<file path="config.mk">
export PLATFORM = sky130hd
export DESIGN_NAME = chimp_game_ctrl
export DESIGN_NICKNAME = d
export VERILOG_FILES = /design/src/rtl/chimp_pkg.sv /design/src/rtl/chimp_lfsr.sv /design/src/rtl/chimp_game_ctrl.sv
export SDC_FILE = /design/constraint.sdc
export NUM_CORES = 1
export LEC_CHECK = 0
export BUFFER_PORTS_ARGS = -buffer_cell sky130_fd_sc_hd__buf_2
export CORE_MARGIN = 2
export CORE_UTILIZATION = 45
export CTS_CLUSTER_DIAMETER = 30
export DETAILED_ROUTE_END_ITERATION = 10
export SKIP_LAST_GASP = 1
export SLEW_MARGIN = 20
export SYNTH_ARGS = -nofsm -noshare
export SYNTH_HDL_FRONTEND = slang
export SYNTH_HIERARCHICAL = 1
export SYNTH_SLANG_ARGS = --single-unit
</file>
<file path="constraint.sdc">
create_clock -name clk -period 5.57 [get_ports clk]
set_input_delay 1.114 -clock clk [delete_from_list [all_inputs] [get_ports clk]]
set_output_delay 1.114 -clock clk [all_outputs]
set_load 0.005 [all_outputs]
</file>
<file path="src/rtl/chimp_pkg.sv">
// Shared types and helpers for the chimp-test round sequencer.
package chimp_pkg;

    localparam int GRID      = 3;
    localparam int NUM_CELLS = 9;

    typedef enum logic [2:0] {
        ST_IDLE,
        ST_GEN,
        ST_SHOW,
        ST_INPUT,
        ST_LOSE,
        ST_WIN
    } state_t;

    // Flat cell index of a grid position: row*3+col.
    function automatic logic [3:0] cell_index(input logic [1:0] row, input logic [1:0] col);
        return ({2'b00, row} * 4'(GRID)) + {2'b00, col};
    endfunction

endpackage

</file>
<file path="src/rtl/chimp_lfsr.sv">
// 8-bit maximal-length Fibonacci LFSR (taps 8,6,5,4) exposing its low OUT_W bits.
module chimp_lfsr #(
    parameter logic [7:0] SEED  = 8'hA5,
    parameter int         OUT_W = 8
) (
    input  logic             clk,
    input  logic             rst,
    input  logic             en,
    output logic [OUT_W-1:0] rnd
);

    logic [7:0] state;

    // Shift left, feeding back the XOR of taps 8,6,5,4.
    // NOTE: sequential state is only ever assigned with <= so every flop samples pre-edge values.
    always_ff @(posedge clk or posedge rst) begin
        if (rst) begin
            state <= SEED;
        end else if (en) begin
            state <= {state[6:0], state[7] ^ state[5] ^ state[4] ^ state[3]};
        end
    end

    assign rnd = state[OUT_W-1:0];

endmodule

</file>
<file path="src/rtl/chimp_game_ctrl.sv">
// Round sequencer for the chimp-test memory game: places 1..level on random
// cells, shows them, then checks the player selects them in ascending order.
module chimp_game_ctrl
    import chimp_pkg::*;
#(
    parameter int          START_LEVEL = 4,
    parameter int          MAX_LEVEL   = 9,
    parameter logic [31:0] SHOW_CYCLES = 32'd100_000_000,
    parameter logic [7:0]  LFSR_SEED   = 8'hA5
) (
    input  logic       clk,
    input  logic       rst,
    input  logic       start,
    input  logic       select,
    input  logic [1:0] row,
    input  logic [1:0] col,
    input  logic [3:0] disp_cell,
    output logic [3:0] disp_num,
    output logic [8:0] occupied,
    output logic       show,
    output logic [3:0] level,
    output logic [3:0] next_num,
    output logic       round_win,
    output logic       game_over,
    output logic       game_won
);

    localparam logic [3:0]  START_LV  = 4'(START_LEVEL);
    localparam logic [3:0]  MAX_LV    = 4'(MAX_LEVEL);
    localparam logic [31:0] SHOW_LAST = SHOW_CYCLES - 32'd1;

    state_t      state;
    logic [3:0]  num [NUM_CELLS];
    logic [3:0]  place;
    logic [31:0] show_timer;

    logic [3:0]  cand;
    logic [3:0]  cand_num;
    logic        cand_ok;
    logic [3:0]  sel_cell;
    logic [3:0]  sel_num;
    logic        sel_valid;
    logic        show_timeout;

    chimp_lfsr #(
        .SEED  (LFSR_SEED),
        .OUT_W (4)
    ) u_lfsr (
        .clk (clk),
        .rst (rst),
        .en  (1'b1),
        .rnd (cand)
    );

    assign cand_ok      = (cand < 4'(NUM_CELLS));
    assign sel_cell     = cell_index(row, col);
    assign sel_valid    = select && (row != 2'd3) && (col != 2'd3);
    assign show_timeout = (SHOW_CYCLES != 32'd0) && (show_timer == SHOW_LAST);

    // Read ports into the number array: GEN candidate, player select, display.
    // NOTE: every output of this block gets a default first, so no path can infer a latch.
    always_comb begin
        cand_num = 4'd0;
        sel_num  = 4'd0;
        disp_num = 4'd0;
        occupied = '0;
        for (int i = 0; i < NUM_CELLS; i++) begin
            if (cand == 4'(i))      cand_num = num[i];
            if (sel_cell == 4'(i))  sel_num  = num[i];
            if (disp_cell == 4'(i)) disp_num = num[i];
            occupied[i] = (num[i] != 4'd0);
        end
    end

    // Game FSM with all flags registered alongside the state.
    always_ff @(posedge clk or posedge rst) begin
        if (rst) begin
            state      <= ST_IDLE;
            // NOTE: the number array is reset too, so a mid-round reset leaves no stale numbers behind.
            for (int i = 0; i < NUM_CELLS; i++) num[i] <= 4'd0;
            level      <= START_LV;
            next_num   <= 4'd1;
            place      <= 4'd1;
            show_timer <= '0;
            show       <= 1'b0;
            round_win  <= 1'b0;
            game_over  <= 1'b0;
            game_won   <= 1'b0;
        end else begin
            round_win <= 1'b0;
            case (state)
                ST_IDLE, ST_LOSE, ST_WIN: begin
                    if (start) begin
                        for (int i = 0; i < NUM_CELLS; i++) num[i] <= 4'd0;
                        level     <= START_LV;
                        next_num  <= 4'd1;
                        place     <= 4'd1;
                        show      <= 1'b0;
                        game_over <= 1'b0;
                        game_won  <= 1'b0;
                        state     <= ST_GEN;
                    end
                end

                ST_GEN: begin
                    if (cand_ok && (cand_num == 4'd0)) begin
                        for (int i = 0; i < NUM_CELLS; i++) begin
                            if (cand == 4'(i)) num[i] <= place;
                        end
                        place <= place + 4'd1;
                        if (place == level) begin
                            next_num   <= 4'd1;
                            show_timer <= '0;
                            show       <= 1'b1;
                            state      <= ST_SHOW;
                        end
                    end
                end

                ST_SHOW, ST_INPUT: begin
                    if (state == ST_SHOW) show_timer <= show_timer + 32'd1;
                    if (sel_valid && (sel_num != 4'd0)) begin
                        if (sel_num == next_num) begin
                            for (int i = 0; i < NUM_CELLS; i++) begin
                                if (sel_cell == 4'(i)) num[i] <= 4'd0;
                            end
                            show <= 1'b0;
                            if (next_num == level) begin
                                // Round cleared; the array is already empty here.
                                round_win <= 1'b1;
                                next_num  <= 4'd1;
                                if (level == MAX_LV) begin
                                    game_won <= 1'b1;
                                    state    <= ST_WIN;
                                end else begin
                                    level <= level + 4'd1;
                                    place <= 4'd1;
                                    state <= ST_GEN;
                                end
                            end else begin
                                next_num <= next_num + 4'd1;
                                state    <= ST_INPUT;
                            end
                        end else begin
                            show      <= 1'b0;
                            game_over <= 1'b1;
                            state     <= ST_LOSE;
                        end
                    end else if ((state == ST_SHOW) && show_timeout) begin
                        show  <= 1'b0;
                        state <= ST_INPUT;
                    end
                end

                default: state <= ST_IDLE;
            endcase
        end
    end

endmodule

</file>
Yosys cells after proc, flatten, opt, wreduce, memory -nomap -nowiden --
Cells that the tools add are included. W data, S select, Z words.
Storage, ports and cells: flip-flop bits (word level) 95, bits in latches 0, memory bits (writable) 0, memory bits (read-only) 0, bits of input ports 12, output and inout port bits 25, logic and storage cells 236, memories kept 0
Operators by class: add/sub/neg operators 5, multipliers 1, div/mod/pow operators 0, $lt $le $gt $ge 1, eq/ne operators 65, shifts and indexed selects 0, multiplexer cells 100, bitwise gates (word level) 3, reduce and logical (&&, ||, !) cells 42
Operator list (count):
- $mux W4 | 61
- $mux W36 | 4
- $pmux W36 S3 | 1
- $mux W32 | 3
- $reduce_and A7 Y1 | 10
- $pmux W32 S2 | 1
- $ne A2 B2 Y1 const B | 30
- $eq A4 B3 Y1 const B | 12
- $reduce_bool A4 Y1 | 10
- $add A32 B1 Y32 const B | 1
- $eq A32 B27 Y1 const B | 1
- $eq A4 B2 Y1 const B | 6
- $mux W3 | 8
- $pmux W4 S3 | 2
- $reduce_and A6 Y1 | 3
- $eq A4 B4 Y1 const B | 4
- $logic_not A4 Y1 | 4
- $mux W1 | 15
- $add A4 B1 Y4 const B | 3
- $eq A4 B1 Y1 const B | 3
- $eq A4 B4 Y1 | 3
- $reduce_and A4 Y1 | 3
- $pmux W3 S3 | 1
- $pmux W4 S2 | 1
- 17 further kinds | 27

Depth between registers and ports, before layout --
Gate-level depths: netlist (run 1).
depth in word-level cells 16, mapped depth 15, gate-level depth less buffers 13

Hierarchy --
The synthesis (run 1) kept the hierarchy.
By module, submodules not included:
- chimp_game_ctrl | times used 1, cells each 592, area each 5520.3 um^2, seq. area each 2180.8 um^2
- chimp_lfsr | times used 1, cells each 26, area each 357.8 um^2, seq. area each 205.2 um^2

Worst setup path after synthesis (run 1) --
OpenSTA, ideal clock, no wires.
path kind input-to-reg, start input port row[0], end register next_num[2], library setup time 0.121 ns, arrival time 4.626 ns, data required time 5.449 ns, setup slack 0.823 ns, cell stages on the path 14, path buffers 1, path through inv_1 > fa_1 > inv_1 > ha_1 > fa_1 > buf_2 > nor2_1 > o221ai_1 > and4_1 > nor4_1 > o21ai_1 > o41ai_4 > nand2b_1 > a22o_1
Between the ends: longest elaborated chain between the ends 16, elaborated cells on any way between the ends 29, classes of those cells add/sub (1); mul (1); eq/ne (12); mux (9); reduce/logical (6)
RTL lines:
- from (decl) | RTL line chimp_game_ctrl.sv:15 | input logic [1:0] row,
- $mul A2 B2 Y4 | RTL line chimp_pkg.sv:18 | return ({2'b00, row} * 4'(GRID)) + {2'b00, col};
- $add A4 B2 Y4 | RTL line chimp_pkg.sv:18
- $logic_not A4 Y1 | RTL line chimp_game_ctrl.sv:69 | if (sel_cell == 4'(i)) sel_num = num[i];
- $mux W4 (9 in series) | RTL line chimp_game_ctrl.sv:69
- $reduce_bool A4 Y1 | RTL line chimp_game_ctrl.sv:122 | if (sel_valid && (sel_num != 4'd0)) begin
- $logic_and A1 B1 Y1 | RTL line chimp_game_ctrl.sv:122
- $ne A2 B2 Y1 (no line)
- $reduce_and A6 Y1 (no line) *
- to (signal assigned) | RTL line chimp_game_ctrl.sv:141 | next_num <= next_num + 4'd1;
- to (decl) | RTL line chimp_game_ctrl.sv:22 | output logic [3:0] next_num,
Every way passes the cells marked *; elsewhere a longest branch is shown, timed or not. A chain may end at the register's enable or synchronous reset.

Worst setup path in the final report (run 1) --
start input port row[0], end register num[11] (netlist name)
Between the ends: longest elaborated chain between the ends 16, elaborated cells on any way between the ends 30, classes of those cells add/sub (1); mul (1); eq/ne (13); mux (9); reduce/logical (6)
RTL lines:
- $mul A2 B2 Y4 | RTL line chimp_pkg.sv:18
- $add A4 B2 Y4 | RTL line chimp_pkg.sv:18
- $logic_not A4 Y1 | RTL line chimp_game_ctrl.sv:69
- $mux W4 (9 in series) | RTL line chimp_game_ctrl.sv:69
- $reduce_bool A4 Y1 | RTL line chimp_game_ctrl.sv:122
- $logic_and A1 B1 Y1 | RTL line chimp_game_ctrl.sv:122
- $ne A2 B2 Y1 (no line)
- $reduce_and A7 Y1 (no line) *
- to (signal, indexed assignment) | RTL line chimp_game_ctrl.sv:108 | if (cand == 4'(i)) num[i] <= place;
- to (decl) | RTL line chimp_game_ctrl.sv:33 | logic [3:0] num [NUM_CELLS];
Marks and branches as above.

==> results of run 1 <==
==> state kept, by name (all words and copies together), names as in the netlist <==
signal,count
num,36
show_timer,32
u_lfsr/state,8
level,4
next_num,4
place,4
state,3
game_over,1
game_won,1
round_win,1
show,1
==> power groups by stage <==
stage                     sequential, mW  combinational, mW  clock [mW]
after floorplan                    0.941              0.852           0
after global placement              1.03               1.06           0
after detailed placement            1.04               1.07           0
after CTS                           1.03               1.08       0.682
after global routing                1.06               1.20       0.714
final                               1.04               1.09       0.670
==> worst paths after layout <==
check / cells after the start / slack [ns] / endpoint
setup / recovery: 15 / 0.50 / num[11]
hold / removal: 1 / 0.50 / game_over
setup reg to reg: 7 / 2.11 / num[19]
hold reg to reg: 1 / 0.50 / game_over
max in group asynchronous: 3 / 3.65 / num[0]
min in group asynchronous: 2 / 0.72 / u_lfsr/state[6]
==> worst reg2reg max path, stage by stage, from the launching register on <==
cell	delay, ns
dfrtp_1	0.48
or4b_1	0.72
or2_2	0.35
a311oi_1	0.56
o21bai_1	0.50
nor3_1	0.40
nand2_1	0.18
o2bb2ai_1	0.19
==> area by class of cell <==
cell class / count / area (um^2) / area share (%)
multi-input cells: 473 / 3270 / 50.3
inverters: 19 / 72.6 / 1.12
clock buffers: 13 / 250 / 3.85
clock inverters: 3 / 67.6 / 1.04
flip-flops and latches: 95 / 2390 / 36.7
well taps: 172 / 215 / 3.31
repair buffers: 44 / 240 / 3.69
==> metrics by stage <==
step / setup WS (ns) / area, um^2 / hold slack (ns)
after floorplan: 0.823 / 5880 / 0.476
after global placement: 0.378 / 6190 / 0.479
after detailed placement: 0.245 / 6190 / 0.484
after CTS: 0.591 / 6510 / 0.500
after global routing: 0.202 / 6510 / 0.526
final: 0.495 / 6510 / 0.499
==> metal layers <==
metal,GRT usage [%],vias up
met1,31.5,2464
met5,0,-
met4,9.56,0
met3,3.57,36
li1,-,2310
met2,36.3,196
==> kinds of logic (layout without fill, tap and decap cells) <==
family                   Yosys count  count (layout)  synth area share, %
flip-flops                        95              95                 40.6
multiplexers                      29              29                 6.22
adder cells (fa/ha/maj)           10              10                 2.38
AND/OR/NAND/NOR                  253             253                 22.5
AO/OA/AOI/OAI                    139             139                 18.3
XOR/XNOR                          41              41                 6.11
other                              1               1               0.0638
buffers and inverters             50              79                 3.75
==> layout by cell type (no fill, tap or decap), types with 5 or more instances in the layout <==
cell type / n
nor3_1: 16
o21a_1: 5
nand3_1: 19
buf_4: 8
a21oi_1: 15
nor4_1: 9
nor2b_1: 11
mux2i_1: 14
and2_1: 6
nand2_1: 56
and3_1: 10
nand3b_1: 5
or4_1: 8
clkbuf_16: 9
ha_1: 8
o21ai_0: 13
nor2_1: 64
a211oi_1: 8
dfrtp_1: 88
dfstp_2: 7
xnor2_1: 16
xor2_1: 25
o2bb2ai_1: 38
mux2_2: 9
buf_2: 36
and4_1: 5
inv_1: 18
nand4_1: 11
mux4_2: 5
o211ai_1: 8
a22o_1: 5
nand2b_1: 14
a31oi_1: 7
o221ai_1: 5
==> reports/summary.txt, run 1 <==
post-CTS setup repair buffer count - 0
VDD IR-drop max - 0.168 mV
highest routing layer actually used - met4
CP max FO - 18
first-pass GRT wire length - 25.7 mm
YS warnings - 6
worst-skew pair later-pin latency - 0.35 ns
final wirelength - 15.6 mm
final net count - 664
fmax - 197 MHz
vias per inst - 6.11
largest net degree at the start of global routing - 50
Routed Antenna Nets - 0
Placer Congestion - 0.937
CTS Buf Count - 9
P per Cell Area - 430 nW/um^2
kind of end point of the critical path - flop
worst r2r src - u_lfsr/state[1]
hold buffers post-CTS - 0
Pins Over Slew Limit - 0
part of the Yosys area used for sequential elements - 40.6%
largest area contributor in the netlist - dfrtp_1
worst relative slew slack - 24.4%
Yosys reg bits - 95
Die Y - 118 um
slew of the pin with the lowest slew margin - 1.13 ns
Initial DRT Pass Iterations - 6
HPWL after detailed placement - 11.3 mm
cell family with most CP delay - adder cells
WP data required - 5.80 ns
Clock power frac - 23.9%
total power - 2.80 mW
# IOs - 37
vias - 5006
met3 wire length - 896 um
minimum clock period - 5.07 ns
max_cap viols - 0
met2 wire len - 7.34 mm
core outline area - 12700 um^2
Final TNS setup - 0 ns
Setup Skew - 0.0121 ns
row cnt - 41
Buf/Inv on CP - 4
commonest cells in the synthesized netlist - 88 x dfrtp_1, 64 x nor2_1, 56 x nand2_1, 38 x o2bb2ai_1, 25 x xor2_1
WL met1 - 6.93 mm
Avg Cell Area, Syn - 9.51 um^2
Area Overhead vs Synth - 10.7%
wire per inst - 19.1 um
CTS tree - built
worst setup path category - in -> reg
crit share post-route - 91.1%
Die X - 118 um
GRT Total Usage - 23.0%
CTS H-tree lvls - 3
Worst-path clk slew - 0.07 ns
internal power - 1.68 mW
Flop pwr share - 37.0%
Filler Cells Inserted - 1200
area share of the largest cell type after synthesis - 37.5%
crit path from - row[0]
P_leak - 2.88 nW
Worst Path Arrival - 5.31 ns
final core occ - 51.3%
outcome - finished, final reports clean
fin cells - 819
vias in the first global route - 4839
share of cells above drive strength 1 - 14.1%
Post-Place Cells - 803
Root Buffer Master - clkbuf_16
hold path start - game_over
number of DRC markers in iteration 0 - 389
Slowest-stage cell, CP - fa_1
crit path cell chain - buf_2, inv_1, fa_1, inv_1, ha_1, fa_1, nand2b_1, a211oi_1, a2111oi_0, nor4_1, o21ai_1, o41ai_4, buf_4, nand4b_1, o2bb2ai_1
antenna violations before repair - 0
post-synth cell types - 71
Mapped Area - 5880 um^2
syn nets - 640
CTS Sinks - 95
maximum clock insertion buffer count - 2
FFs w/ async S/R, synth - 100%
die area - 14000 um^2
DRC viols - 0
GR Overflow Total - 0
Final Hold Vio Count - 0
sw power - 1.12 mW
switch share - 40.0%
Worst setup SP type - input port
I/O Buffers - 36
Syn Inst Count - 618
Top FF cell, synth - dfrtp_1
Gate power share - 39.1%
top-count cell post-synth - dfrtp_1
Initial Utilization - 46.4%
Final setup viols - 0
post-CTS sizing - 0
RSZ-0062 raised after global routing - no
ANT cells - 0
slowest stage delay, CP - 0.91 ns
largest cells by area after synthesis - dfrtp_1 37%, o2bb2ai_1 5.7%, nor2_1 4.1%
number of enable flip-flop cells after synthesis - 0
worst min path class - reg -> reg
Power figures use the tool's default switching activity.
==> run 2, diff against run 1 <==
==> constraint.sdc (replaced) <==
create_clock -name clk -period 5.2 [get_ports clk]
set_input_delay 1.04 -clock clk [delete_from_list [all_inputs] [get_ports clk]]
set_output_delay 1.04 -clock clk [all_outputs]
set_load 0.005 [all_outputs]
==> reports/summary.txt, run 2 (synthesis gave the netlist of run 1 again) <==
Area Overhead vs Synth - 10.8%
Die Y - 118 um
setup ws final - 0.424 ns
hold buffers post-CTS - 0
Placed Area - 6210 um^2
Top reg by flops - num
Gate power share - 39.5%
fmax - 209 MHz
WP data required - 5.43 ns
leading cell types in the layout, fill and taps excluded - 88 x dfrtp_1, 64 x nor2_1, 56 x nand2_1
slowest stage delay, CP - 0.60 ns
P_leak - 2.89 nW
Post-Place Cells - 806
grt met2 use - 35.2%
Filler Cells Inserted - 1205
antenna violations before repair - 0
GR Overflow Total - 0
Placer Congestion - 0.916
post-CTS setup repair buffer count - 0
Final TNS setup - 0 ns
Worst-path clk slew - 0.07 ns
hold_ws - 0.503 ns
Flop pwr share - 37.4%
worst relative slew slack - 28.6%
largest registers - num (36), show_timer (32), u_lfsr/state (8)
switch share - 41.2%
Initial Utilization - 46.4%
slew of the pin with the lowest slew margin - 1.07 ns
Setup Skew - 0.0123 ns
final net count - 667
die area - 14000 um^2
max_cap viols - 0
CP max FO - 10
internal power - 1.74 mW
vias per inst - 6.08
Worst Setup Slack post-DPL - 0.0939 ns
RSZ-0062 raised after global routing - no
Initial DRT Pass Iterations - 5
outcome - finished, final reports clean
final core occ - 51.4%
Die X - 118 um
fin cells - 822
P per Cell Area - 455 nW/um^2
Pins Over Slew Limit - 0
crit share post-route - 91.9%
Routed Antenna Nets - 0
post-CTS sizing - 0
Final setup viols - 0
grt met1 use - 31.7%
worst-skew pair later-pin latency - 0.35 ns
CTS H-tree lvls - 3
largest net degree at the start of global routing - 50
worst min path class - reg -> reg
row cnt - 41
total power - 2.96 mW
Worst Path Arrival - 5.01 ns
GRT Total Usage - 22.6%
wire per inst - 18.8 um
CTS Sinks - 95
Worst setup SP type - input port
CTS tree - built
CTS Buf Count - 9
most common cell after layout, fill and taps aside - dfrtp_1
HPWL after detailed placement - 11.2 mm
GR Util met3 - 2.65%
I/O Buffers - 36
Final Hold Vio Count - 0
cell family with most CP delay - adder cells
kind of end point of the critical path - flop
worst setup path category - in -> reg
Final Instance Area - 6510 um^2
Buf/Inv on CP - 4
share of cells above drive strength 1 - 14.9%
vias - 4997
Slowest-stage cell, CP - fa_1
sw power - 1.22 mW
crit path cell chain - buf_2, inv_1, fa_1, inv_1, ha_1, fa_1, nor4b_4, a21boi_0, and4_1, nor4_1, o21ai_1, o41ai_4, buf_4, nand4b_1, o2bb2ai_1
number of DRC markers in iteration 0 - 370
Clock power frac - 23.1%
maximum clock insertion buffer count - 2
minimum clock period - 4.78 ns
Root Buffer Master - clkbuf_16
# IOs - 37
gr busiest metal - met2
core outline area - 12700 um^2
first-pass GRT wire length - 25.3 mm
DRC viols - 0
ANT cells - 0
VDD IR-drop max - 0.182 mV
vias in the first global route - 4790
max reg flops - 36
final wirelength - 15.5 mm
[run 2: changes by cell type in the layout (fill, tap and decap cells not counted)]
cell / previous run / this run
buf_4: 8 / 11
clkbuf_1: 3 / 0
inv_6: 0 / 3
bufinv_16: 2 / 1
clkbuf_8: 1 / 0
clkinv_2: 1 / 2
clkinvlp_4: 1 / 2
[run 2: power groups by stage]
stage	logic (mW)	clock network, mW	registers (mW)
finish	1.17	0.685	1.11
global route	1.29	0.735	1.13
CTS	1.16	0.696	1.10
detailed placement	1.15	0	1.11
global placement	1.14	0	1.11
floorplan	0.912	0	1.01
[run 2: cell type report]
class                           instances  area [um^2]  area share, %
Multi-Input combinational cell        473         3270           50.3
Sequential cell                        95         2390           36.6
Timing Repair Buffer                   47          263           4.03
Clock buffer                            9          225           3.46
Tap cell                              172          215           3.30
Clock inverter                          7         76.3           1.17
Inverter                               19         72.6           1.11
[run 2: path summary, 6_finish.rpt]
kind	from	to	slack (ns)	cells after the start
worst max-delay path	row[0]	num[8]	0.42	15
worst min-delay path	u_lfsr/state[6]	u_lfsr/state[7]	0.50	1
worst max register to register	u_lfsr/state[1]	show_timer[7]	1.65	7
worst min register to register	u_lfsr/state[6]	u_lfsr/state[7]	0.50	1
max in group asynchronous	rst	num[25]	3.36	3
min in group asynchronous	rst	u_lfsr/state[6]	0.66	2
[run 2: layer usage]
metal  part of all wire (%)  vias to the layer above
met1                     44                     2436
met2                     46                      193
li1                       -                     2327
met5                      0                        -
met4                    3.0                        0
met3                    6.8                       41
==> run 3, diff against run 2 <==
--- a/config.mk
+++ b/config.mk
@@ -6,7 +6,7 @@
 export NUM_CORES = 1
 export LEC_CHECK = 0
 export BUFFER_PORTS_ARGS = -buffer_cell sky130_fd_sc_hd__buf_2
-export CORE_MARGIN = 2
+export CORE_MARGIN = 1
 export CORE_UTILIZATION = 45
 export CTS_CLUSTER_DIAMETER = 30
 export DETAILED_ROUTE_END_ITERATION = 10
@@ -14,5 +14,4 @@
 export SLEW_MARGIN = 20
 export SYNTH_ARGS = -nofsm -noshare
 export SYNTH_HDL_FRONTEND = slang
-export SYNTH_HIERARCHICAL = 1
 export SYNTH_SLANG_ARGS = --single-unit
==> reports/summary.txt, run 3 <==
Top reg by flops - num
first-pass GRT wire length - 25.2 mm
minimum clock period - 4.96 ns
I/O Buffers - 36
post-CTS setup repair buffer count - 0
Initial Utilization - 46.0%
FFs w/ async S/R, synth - 100%
Placer Congestion - 0.911
vias per inst - 6.07
ANT cells - 0
share of cells above drive strength 1 - 18.1%
outcome - finished, final reports clean
hold buffers post-CTS - 0
commonest cells in the synthesized netlist - 88 x dfrtp_1, 65 x nor2_1, 43 x nand2_1, 27 x clkbuf_1, 25 x a22o_1
most common cell after layout, fill and taps aside - dfrtp_1
largest registers - num (36), show_timer (32), u_lfsr.state (8)
Area Overhead vs Synth - 14.0%
Pins Over Slew Limit - 0
Routed Antenna Nets - 0
largest cells by area after synthesis - dfrtp_1 38%, nor2_1 4.2%, mux2i_1 3.8%
Final setup viols - 0
post-synth cell types - 67
worst min path class - reg -> reg
Setup Skew - 0.00709 ns
Worst Setup Slack post-DPL - -0.104 ns
final net count - 668
final wirelength - 15.7 mm
setup ws final - 0.238 ns
number of DRC markers in iteration 0 - 328
hold_ws - 0.361 ns
GRT Total Usage - 25.0%
syn nets - 626
die area - 13400 um^2
vias - 4999
CP max FO - 13
post-CTS sizing - 0
# IOs - 37
DRC viols - 0
leading cell types in the layout, fill and taps excluded - 88 x dfrtp_1, 65 x nor2_1, 43 x nand2_1
Yosys reg bits - 95
maximum clock insertion buffer count - 2
max reg flops - 36
wire per inst - 19.0 um
GR Overflow Total - 0
antenna violations before repair - 0
Worst-path clk slew - 0.06 ns
row cnt - 41
RSZ-0062 raised after global routing - no
Syn Inst Count - 604
largest area contributor in the netlist - dfrtp_1
Initial DRT Pass Iterations - 5
P_leak - 2.91 nW
Top FF cell, synth - dfrtp_1
number of enable flip-flop cells after synthesis - 0
WP data required - 5.45 ns
fin cells - 823
area share of the largest cell type after synthesis - 37.9%
R2R setup slack - 1.53 ns
max_cap viols - 0
YS warnings - 0
HPWL after detailed placement - 11.4 mm
vias in the first global route - 4851
Die Y - 116 um
worst setup path category - in -> reg
core outline area - 12600 um^2
CTS tree - built
Root Buffer Master - clkbuf_16
Avg Cell Area, Syn - 9.61 um^2
Final Hold Vio Count - 0
Post-Place Cells - 807
worst relative slew slack - 32.6%
fmax - 202 MHz
CTS H-tree lvls - 3
top-count cell post-synth - dfrtp_1
P per Cell Area - 374 nW/um^2
Die X - 116 um
largest net degree at the start of global routing - 61
total power - 2.48 mW
Worst setup SP type - input port
VDD IR-drop max - 0.223 mV
worst-skew pair later-pin latency - 0.36 ns
slew of the pin with the lowest slew margin - 1.00 ns
Mapped Area - 5810 um^2
kind of end point of the critical path - flop
crit share post-route - 95.4%
CTS Sinks - 95
part of the Yosys area used for sequential elements - 41.1%
CTS Buf Count - 9
Worst Path Arrival - 5.21 ns
-- run 3: final timing paths --
path / startpoint / to / cells past startpoint
worst max-delay path: row[0] / num[9] / 15
worst min-delay path: u_lfsr.state[6] / u_lfsr.state[7] / 0
worst max register to register: u_lfsr.state[3] / num[27] / 8
worst min register to register: u_lfsr.state[6] / u_lfsr.state[7] / 0
max in group asynchronous: rst / u_lfsr.state[2] / 3
min in group asynchronous: rst / show_timer[13] / 2
-- run 3: cell families after synthesis --
kind of cell             share of synthesized area (%)
multiplexers                                      6.12
adder cells (fa/ha/maj)                           2.41
AO/OA/AOI/OAI                                     17.3
buffers and inverters                             3.68
AND/OR/NAND/NOR                                   23.2
XOR/XNOR                                          6.18
flip-flops                                        41.1
-- run 3: metal layers --
layer,wire [um],track usage (%),vias to the layer above
li1,-,-,2326
met1,6980,32.8,2468
met2,7230,39.3,164
met3,1020,7.06,41
met4,432,9.70,0
met5,0,0,-
-- run 3: cell type report --
cell class / count / area, um^2
clock buffer: 11 / 243
clock inverter: 5 / 63.8
fill: 1190 / 6000
inverter: 16 / 62.6
multi-input combinational: 455 / 3220
sequential: 95 / 2390
tap: 172 / 215
timing repair buffer: 69 / 428
-- run 3: power breakdown --
part	internal (mW)	switching, mW
registers	0.807	0.104
clock network	0.390	0.302
logic	0.353	0.518
-- run 3: worst max-delay path: stages --
cell and delay, ns:
buf_2 0.09, inv_1 0.05, fa_1 0.53, inv_1 0.04, ha_1 0.20, fa_1 0.56
buf_4 0.21, or4b_1 0.55, o21ai_1 0.12, a211oi_1 0.08, a211oi_2 0.20, xnor2_1 0.12
o41a_4 0.58, or4_4 0.59, a22o_1 0.25
-- run 3: metrics by stage --
step / instance area (um^2) / utilization (%) / TNS [ns]
6_report: 6620 / 52.4 / 0
2_1_floorplan: 5810 / - / 0
3_3_place_gp: 6310 / 50.0 / -0.357
4_1_cts: 6620 / 52.4 / 0
5_1_grt: 6620 / 52.4 / 0
3_5_place_dp: 6310 / 50.0 / -1.73
